File: config.mk
export PLATFORM = sky130hd
export DESIGN_NAME = up_cnt_sched_flat
export DESIGN_NICKNAME = d
export VERILOG_FILES = /design/src/rtl/up_cnt_sched_if.sv /design/src/rtl/up_cnt_sched.sv /design/src/flat_wrapper.sv
export SDC_FILE = /design/constraint.sdc
export NUM_CORES = 1
export LEC_CHECK = 0
export BUFFER_PORTS_ARGS = -buffer_cell sky130_fd_sc_hd__buf_4
export CELL_PAD_IN_SITES_DETAIL_PLACEMENT = 1
export CELL_PAD_IN_SITES_GLOBAL_PLACEMENT = 2
export CORE_MARGIN = 10
export CORE_UTILIZATION = 31
export CTS_CLUSTER_SIZE = 30
export DETAILED_ROUTE_END_ITERATION = 7
export PLACE_DENSITY_LB_ADDON = 0.1
export RECOVER_POWER = 50
export SLEW_MARGIN = 20
export SYNTH_ARGS = -nofsm -noshare
export SYNTH_HDL_FRONTEND = slang
export SYNTH_SLANG_ARGS = --single-unit
File: constraint.sdc
create_clock -name clk_i -period 1.7 [get_ports clk_i]
set_clock_uncertainty 0.05 [all_clocks]
set_input_delay 0.085 -clock clk_i [delete_from_list [all_inputs] [get_ports clk_i]]
set_output_delay 0.085 -clock clk_i [all_outputs]
set_load 0.1 [all_outputs]
File: src/rtl/up_cnt_sched_if.sv
// Request/grant bundle between the requesters and up_cnt_sched.
// The requester side uses the master modport and the scheduler uses the slave modport.
interface up_cnt_sched_if #(
  parameter int CNT_W = 3,
  parameter int LEN_W = 3
);
  logic             req0;
  logic [LEN_W-1:0] len0;
  logic             req1;
  logic [LEN_W-1:0] len1;
  logic             clear;
  logic             gnt0;
  logic             gnt1;
  logic             done0;
  logic             done1;
  logic             busy;
  logic [CNT_W-1:0] up_cnt;
  logic             wrap;

  modport master (
    output req0, len0, req1, len1, clear,
    input  gnt0, gnt1, done0, done1, busy, up_cnt, wrap
  );

  modport slave (
    input  req0, len0, req1, len1, clear,
    output gnt0, gnt1, done0, done1, busy, up_cnt, wrap
  );
endinterface

File: src/rtl/up_cnt_sched.sv
// Two-requester burst scheduler in front of a modulo-(CNT_MAX+1) up-counter.
// Define UP_CNT_SCHED_FIXED_PRIO_EN for fixed priority (requester 0 wins ties); default is round-robin.
module up_cnt_sched #(
  parameter int CNT_W   = 3,
  parameter int CNT_MAX = 6,
  parameter int LEN_W   = 3
) (
  input logic             clk_i,
  input logic             rst_i,
  up_cnt_sched_if.slave   bus
);

  typedef enum logic [1:0] {
    IDLE = 2'd0,
    RUN  = 2'd1,
    FIN  = 2'd2
  } state_t;

  localparam logic [CNT_W-1:0] MAX_V = CNT_W'(CNT_MAX);
  localparam logic [LEN_W-1:0] ONE_L = LEN_W'(1);

  state_t           state_q;
  logic             owner_q;
  logic [LEN_W-1:0] rem_q;
  logic [CNT_W-1:0] cnt_q;
  logic             gnt0_q;
  logic             gnt1_q;
  logic             done0_q;
  logic             done1_q;
  logic             busy_q;
  logic             wrap_q;
`ifndef UP_CNT_SCHED_FIXED_PRIO_EN
  logic             last_q;
`endif

  logic             pick_valid_d;
  logic             pick_d;
  logic [LEN_W-1:0] pick_len_d;
  logic             owner_req_d;
  logic [CNT_W-1:0] cnt_inc_d;

  // Arbitration choice and next counter value.
  always_comb begin
    pick_valid_d = bus.req0 | bus.req1;
    if (bus.req0 && bus.req1) begin
`ifdef UP_CNT_SCHED_FIXED_PRIO_EN
      pick_d = 1'b0;
`else
      pick_d = ~last_q;
`endif
    end else if (bus.req1) begin
      pick_d = 1'b1;
    end else begin
      pick_d = 1'b0;
    end
    pick_len_d  = pick_d ? bus.len1 : bus.len0;
    owner_req_d = owner_q ? bus.req1 : bus.req0;
    if (cnt_q == MAX_V) begin
      cnt_inc_d = '0;
    end else begin
      cnt_inc_d = cnt_q + {{(CNT_W-1){1'b0}}, 1'b1};
    end
  end

  // Grant/burst FSM with registered outputs and the shared counter.
  always_ff @(posedge clk_i or posedge rst_i) begin
    if (rst_i) begin
      state_q <= IDLE;
      owner_q <= 1'b0;
      rem_q   <= '0;
      cnt_q   <= '0;
      gnt0_q  <= 1'b0;
      gnt1_q  <= 1'b0;
      done0_q <= 1'b0;
      done1_q <= 1'b0;
      busy_q  <= 1'b0;
      wrap_q  <= 1'b0;
`ifndef UP_CNT_SCHED_FIXED_PRIO_EN
      last_q  <= 1'b1;
`endif
    end else begin
      done0_q <= 1'b0;
      done1_q <= 1'b0;
      wrap_q  <= 1'b0;
      if (bus.clear) begin
        cnt_q <= '0;
      end
      case (state_q)
        IDLE: begin
          if (pick_valid_d) begin
            owner_q <= pick_d;
            gnt0_q  <= ~pick_d;
            gnt1_q  <= pick_d;
            rem_q   <= pick_len_d;
            busy_q  <= 1'b1;
            if (pick_len_d == '0) begin
              state_q <= FIN;
              done0_q <= ~pick_d;
              done1_q <= pick_d;
            end else begin
              state_q <= RUN;
            end
          end
        end
        RUN: begin
          // Owner withdrawal aborts silently; CLEAR only stalls the burst.
          if (!owner_req_d) begin
            state_q <= IDLE;
            gnt0_q  <= 1'b0;
            gnt1_q  <= 1'b0;
            busy_q  <= 1'b0;
`ifndef UP_CNT_SCHED_FIXED_PRIO_EN
            last_q  <= owner_q;
`endif
          end else if (!bus.clear) begin
            cnt_q  <= cnt_inc_d;
            wrap_q <= (cnt_q == MAX_V);
            rem_q  <= rem_q - ONE_L;
            if (rem_q == ONE_L) begin
              state_q <= FIN;
              done0_q <= ~owner_q;
              done1_q <= owner_q;
            end
          end
        end
        FIN: begin
          state_q <= IDLE;
          gnt0_q  <= 1'b0;
          gnt1_q  <= 1'b0;
          busy_q  <= 1'b0;
`ifndef UP_CNT_SCHED_FIXED_PRIO_EN
          last_q  <= owner_q;
`endif
        end
        default: begin
          state_q <= IDLE;
          gnt0_q  <= 1'b0;
          gnt1_q  <= 1'b0;
          busy_q  <= 1'b0;
        end
      endcase
    end
  end

  assign bus.gnt0   = gnt0_q;
  assign bus.gnt1   = gnt1_q;
  assign bus.done0  = done0_q;
  assign bus.done1  = done1_q;
  assign bus.busy   = busy_q;
  assign bus.up_cnt = cnt_q;
  assign bus.wrap   = wrap_q;

endmodule

File: src/flat_wrapper.sv
// flat-port wrapper written by rule: the top's interface ports become plain ports
module up_cnt_sched_flat 
#(
  parameter int CNT_W   = 3,
  parameter int CNT_MAX = 6,
  parameter int LEN_W   = 3
)
  (clk_i, rst_i, bus_req0, bus_len0, bus_req1, bus_len1, bus_clear, bus_gnt0, bus_gnt1, bus_done0, bus_done1, bus_busy, bus_up_cnt, bus_wrap);
  up_cnt_sched_if #(.CNT_W(CNT_W), .LEN_W(LEN_W)) bus_i ();
  input logic clk_i;
  input logic rst_i;
  input wire logic [$bits(bus_i.req0)-1:0] bus_req0;
  input wire logic [$bits(bus_i.len0)-1:0] bus_len0;
  input wire logic [$bits(bus_i.req1)-1:0] bus_req1;
  input wire logic [$bits(bus_i.len1)-1:0] bus_len1;
  input wire logic [$bits(bus_i.clear)-1:0] bus_clear;
  output wire logic [$bits(bus_i.gnt0)-1:0] bus_gnt0;
  output wire logic [$bits(bus_i.gnt1)-1:0] bus_gnt1;
  output wire logic [$bits(bus_i.done0)-1:0] bus_done0;
  output wire logic [$bits(bus_i.done1)-1:0] bus_done1;
  output wire logic [$bits(bus_i.busy)-1:0] bus_busy;
  output wire logic [$bits(bus_i.up_cnt)-1:0] bus_up_cnt;
  output wire logic [$bits(bus_i.wrap)-1:0] bus_wrap;
  assign bus_i.req0 = bus_req0;
  assign bus_i.len0 = bus_len0;
  assign bus_i.req1 = bus_req1;
  assign bus_i.len1 = bus_len1;
  assign bus_i.clear = bus_clear;
  assign bus_gnt0 = bus_i.gnt0;
  assign bus_gnt1 = bus_i.gnt1;
  assign bus_done0 = bus_i.done0;
  assign bus_done1 = bus_i.done1;
  assign bus_busy = bus_i.busy;
  assign bus_up_cnt = bus_i.up_cnt;
  assign bus_wrap = bus_i.wrap;
  up_cnt_sched #(.CNT_W(CNT_W), .CNT_MAX(CNT_MAX), .LEN_W(LEN_W)) u_core (.clk_i(clk_i), .rst_i(rst_i), .bus(bus_i));
endmodule
==> summary.md <==
The flow ran to the end, and the final reports show no timing, DRC or antenna violations. In this run the remaining antenna-violating nets after routing total 0. During placement, the flow inserted port buffers numbering 19. The tools report the buffer count from post-CTS setup fixing as 0. The logs give 128 for the final-stage net count and 0.29 ns for the clock latency of the later-clocked register in the worst-skew pair.

The logs give 734 for the count of vias placed by the detailed router and 20 for the number of top-level design ports. After synthesis the cells add up to 847 µm². The number of global-route vias before repair was 802. The run gives 0.333 as the starting density of the core. The initialized floorplan defines 18 standard-cell rows.

The worst-case IR drop observed on VDD is 0.890 mV. In this run the worst path has a maximum fanout of 6. Setup repair after global routing left no endpoint under its margin. The run gives 1.97 mW as the final total power.

The run gives 0 as the count of yosys warnings during synthesis. The signal on the critical path passes through a21boi_4 -> or4_1 -> a21boi_2 -> o2bb2ai_1. The clock net sink count was 16; the number of antenna violations at the first check in global routing was 0.

The static leakage was 0.513 nW. In this run, the number of DRC markers left after iteration 0 of detailed routing was 18. The number of instances in the synthesized netlist was 86. STA classifies the critical path endpoint as a register. The placed wire-length estimate after detailed placement was 1.85 mm; the power density over the cells was 1790 mW/mm².

The share of the cycle needed by the critical path after routing came out at 0.960. STA puts the critical path data arrival time at 1.76 ns. Before antenna repair, the detailed router went through 2 iterations. The slowest stage cell on the critical path was sky130_fd_sc_hd__dfstp_2.

The final count of pins violating max slew was 0; the final number of hold-violating endpoints was 0. Dividing the detail-routed via count by the number of cells gives 5.10. The portion of the post-synthesis area used by sequential elements is 0.474. Depth of the CTS H-tree: 1.

The cell sitting at the root of the clock tree is a sky130_fd_sc_hd__clkbuf_4. The area of the core is 0.00254 mm². Counting along the longest clock path gives a buffer depth of 2. TritonCTS built the clock tree. The worst path in the final design needs a cycle of 1.63 ns, including I/O delays and setup.

At the worst endpoint, the required time is 1.83 ns. In this run, synthesis produced a sequential element count of 16. The critical path is of the register to register type. The tightest min-delay check is of the input port to register type.

The repair_antennas step left the layout with diodes totalling 0. The final core area utilization is 0.431, and the wire length per cell is 16.2 µm. The tools report the count of cells resized by post-cts repair as 0.

The tool flagged a number of max-cap violations equal to 0. The number of clock buffers added by TritonCTS is 3. The first global-routing pass estimated 3.92 mm of wire. The remaining design rule violation count was 0.

The run gives 0.0679 ns as the final critical-path setup slack. Setup violations remaining at the end of the flow were counted as 0. The pre-CTS setup slack is 0.0759 ns, and the final RePlAce weighted congestion is 0.810.

The mean instance size in the synthesized netlist is 9.85 µm². The slew at the pin closest to its max-slew limit came out at 0.635 ns. The biggest area contributor in the post-synthesis netlist is sky130_fd_sc_hd__dfrtp_1.

By area the synthesized netlist is led by sky130_fd_sc_hd__dfrtp_1, sky130_fd_sc_hd__mux2i_1, sky130_fd_sc_hd__o21ai_0, sky130_fd_sc_hd__nor2_1, sky130_fd_sc_hd__dfstp_2. The number of buffers added to fix hold violations after cts was 2. The top-area cell type share of the netlist area works out to 0.443.

For the slack of the worst reg-to-reg path, the log shows 0.07 ns. The clock-pin slew reported for the worst setup and hold paths after clock tree synthesis was 0.10 ns. The layout-stage area growth over the synthesis result came out at 29.4%. For the global-route total usage across every layer, the log shows 0.0918.

The headroom to the max-slew limit was 0.577. For the remaining global-route overflow, the log shows 0. The share of layout cells above drive strength 1 is 0.281. The highest attainable clock frequency is 613 MHz.

Entering global routing, the biggest net connects 17 pins. The die covers 0.00522 mm². Startpoint type of the worst setup path: a register. The number of nets in the synthesized netlist is 99. The horizontal extent of the die works out to 72.3 µm. The die is 72.3 µm tall.

For the number of library cell types mapped by synthesis, the log shows 33. Summed over all failing endpoints, the final setup total negative slack is 0 ns. The total wirelength of the detailed-routed design was 2.34 mm.

The largest single stage delay on the critical path is 0.59 ns.
## synthesized netlist by cell type
| cell type | n |
|---|---|
| sky130_fd_sc_hd__nand4b_1 | 1 |
| sky130_fd_sc_hd__nor3_1 | 3 |
| sky130_fd_sc_hd__o22ai_2 | 1 |
| sky130_fd_sc_hd__inv_1 | 5 |
| sky130_fd_sc_hd__nand2_1 | 7 |
| sky130_fd_sc_hd__o22a_1 | 1 |
| sky130_fd_sc_hd__o2bb2ai_1 | 1 |
| sky130_fd_sc_hd__nor3b_1 | 1 |
| sky130_fd_sc_hd__a21boi_2 | 1 |
| sky130_fd_sc_hd__o211ai_1 | 2 |
| sky130_fd_sc_hd__dfstp_2 | 1 |
| sky130_fd_sc_hd__a22o_1 | 1 |
| sky130_fd_sc_hd__nor2_1 | 9 |
| sky130_fd_sc_hd__a211o_1 | 1 |
| sky130_fd_sc_hd__nor2b_1 | 1 |
| sky130_fd_sc_hd__o21ai_1 | 2 |
| sky130_fd_sc_hd__nand2b_1 | 3 |
| sky130_fd_sc_hd__or4_1 | 1 |
| sky130_fd_sc_hd__nand3b_1 | 1 |
| sky130_fd_sc_hd__mux2i_1 | 5 |
| sky130_fd_sc_hd__o21ai_0 | 7 |
| sky130_fd_sc_hd__and3_1 | 1 |
| sky130_fd_sc_hd__or2_2 | 1 |
| sky130_fd_sc_hd__nor4_1 | 1 |
| sky130_fd_sc_hd__ha_1 | 2 |
| sky130_fd_sc_hd__o22ai_1 | 1 |
| sky130_fd_sc_hd__buf_4 | 1 |
| sky130_fd_sc_hd__nand3_1 | 1 |
| sky130_fd_sc_hd__a21boi_4 | 1 |
| sky130_fd_sc_hd__a21oi_1 | 5 |
| sky130_fd_sc_hd__a32o_1 | 1 |
| sky130_fd_sc_hd__o32a_1 | 1 |
| sky130_fd_sc_hd__dfrtp_1 | 15 |
## kinds of logic after synthesis
kind of cell,synth area share
AO/OA/AOI/OAI,0.223
buffers and inverters,0.0310
multiplexers,0.0591
flip-flops,0.474
adder cells (fa/ha/maj),0.0295
AND/OR/NAND/NOR,0.183
## cell type report
cell class / instances / area, µm²
multi-input cells: 64 / 419
inverters: 5 / 18.8
well taps: 30 / 37.5
fillers: 304 / 1450
flip-flops and latches: 16 / 402
clock buffers: 4 / 36.3
repair buffers: 25 / 183
## worst paths after layout
path | start | end | depth (start not counted)
hold / removal | bus_len0[2] | u_core.bus.done0 | 3
setup reg to reg | u_core.last_q | u_core.state_q[0] | 4
min in group asynchronous | rst_i | u_core.bus.gnt1 | 3
setup / recovery | u_core.last_q | u_core.state_q[0] | 4
max in group asynchronous | rst_i | u_core.bus.done1 | 3
hold reg to reg | u_core.bus.gnt0 | u_core.bus.gnt0 | 1
## power by group
group / switching [mW] / total (mW) / internal [mW]
Clock: 0.136 / 0.267 / 0.131
Combinational: 0.715 / 1.06 / 0.348
Sequential: 0.121 / 0.636 / 0.515
## per-stage QoR
stage	hold slack, ns	instances	instance area (µm²)
after floorplan	-0.0520	86	847
after detailed placement	0.169	138	1050
after global routing	0.0647	144	1100
after CTS	0.0485	144	1110
after global placement	0.159	138	1050
final	0.0563	144	1100
## registers in the layout (all words and copies together) (netlist names)
signal             flops
u_core.last_q          1
u_core.state_q         2
u_core.bus.done1       1
u_core.bus.wrap        1
u_core.rem_q           3
u_core.owner_q         1
u_core.bus.busy        1
u_core.bus.gnt1        1
u_core.bus.gnt0        1
u_core.bus.up_cnt      3
u_core.bus.done0       1
## metal layers
layer	vias up	routed length, µm	global-route usage
met5	-	0	0
met4	0	40	0.0258
met3	6	135	0.0299
met2	18	1060	0.150
met1	343	1100	0.112
li1	367	-	-
## placed cells by master (no fill, tap or decap), types with 2 or more instances in the layout
cell type,count
sky130_fd_sc_hd__o21ai_0,7
sky130_fd_sc_hd__o211ai_1,2
sky130_fd_sc_hd__o21ai_1,2
sky130_fd_sc_hd__a21oi_1,5
sky130_fd_sc_hd__mux2i_1,5
sky130_fd_sc_hd__nor2_1,9
sky130_fd_sc_hd__buf_4,18
sky130_fd_sc_hd__clkbuf_4,4
sky130_fd_sc_hd__nand2b_1,3
sky130_fd_sc_hd__clkbuf_2,4
sky130_fd_sc_hd__nand2_1,7
sky130_fd_sc_hd__ha_1,2
sky130_fd_sc_hd__dlygate4sd3_1,2
sky130_fd_sc_hd__dfrtp_1,15
sky130_fd_sc_hd__inv_1,5
sky130_fd_sc_hd__nor3_1,3
## critical path, delay by kind of cell (launching register included)
family	cells	cell delay, ns
DFF	1	0.59
and+or+nand+nor	1	0.44
AOI/OAI and AO/OA	3	0.43
Power figures use the tool's default switching activity.
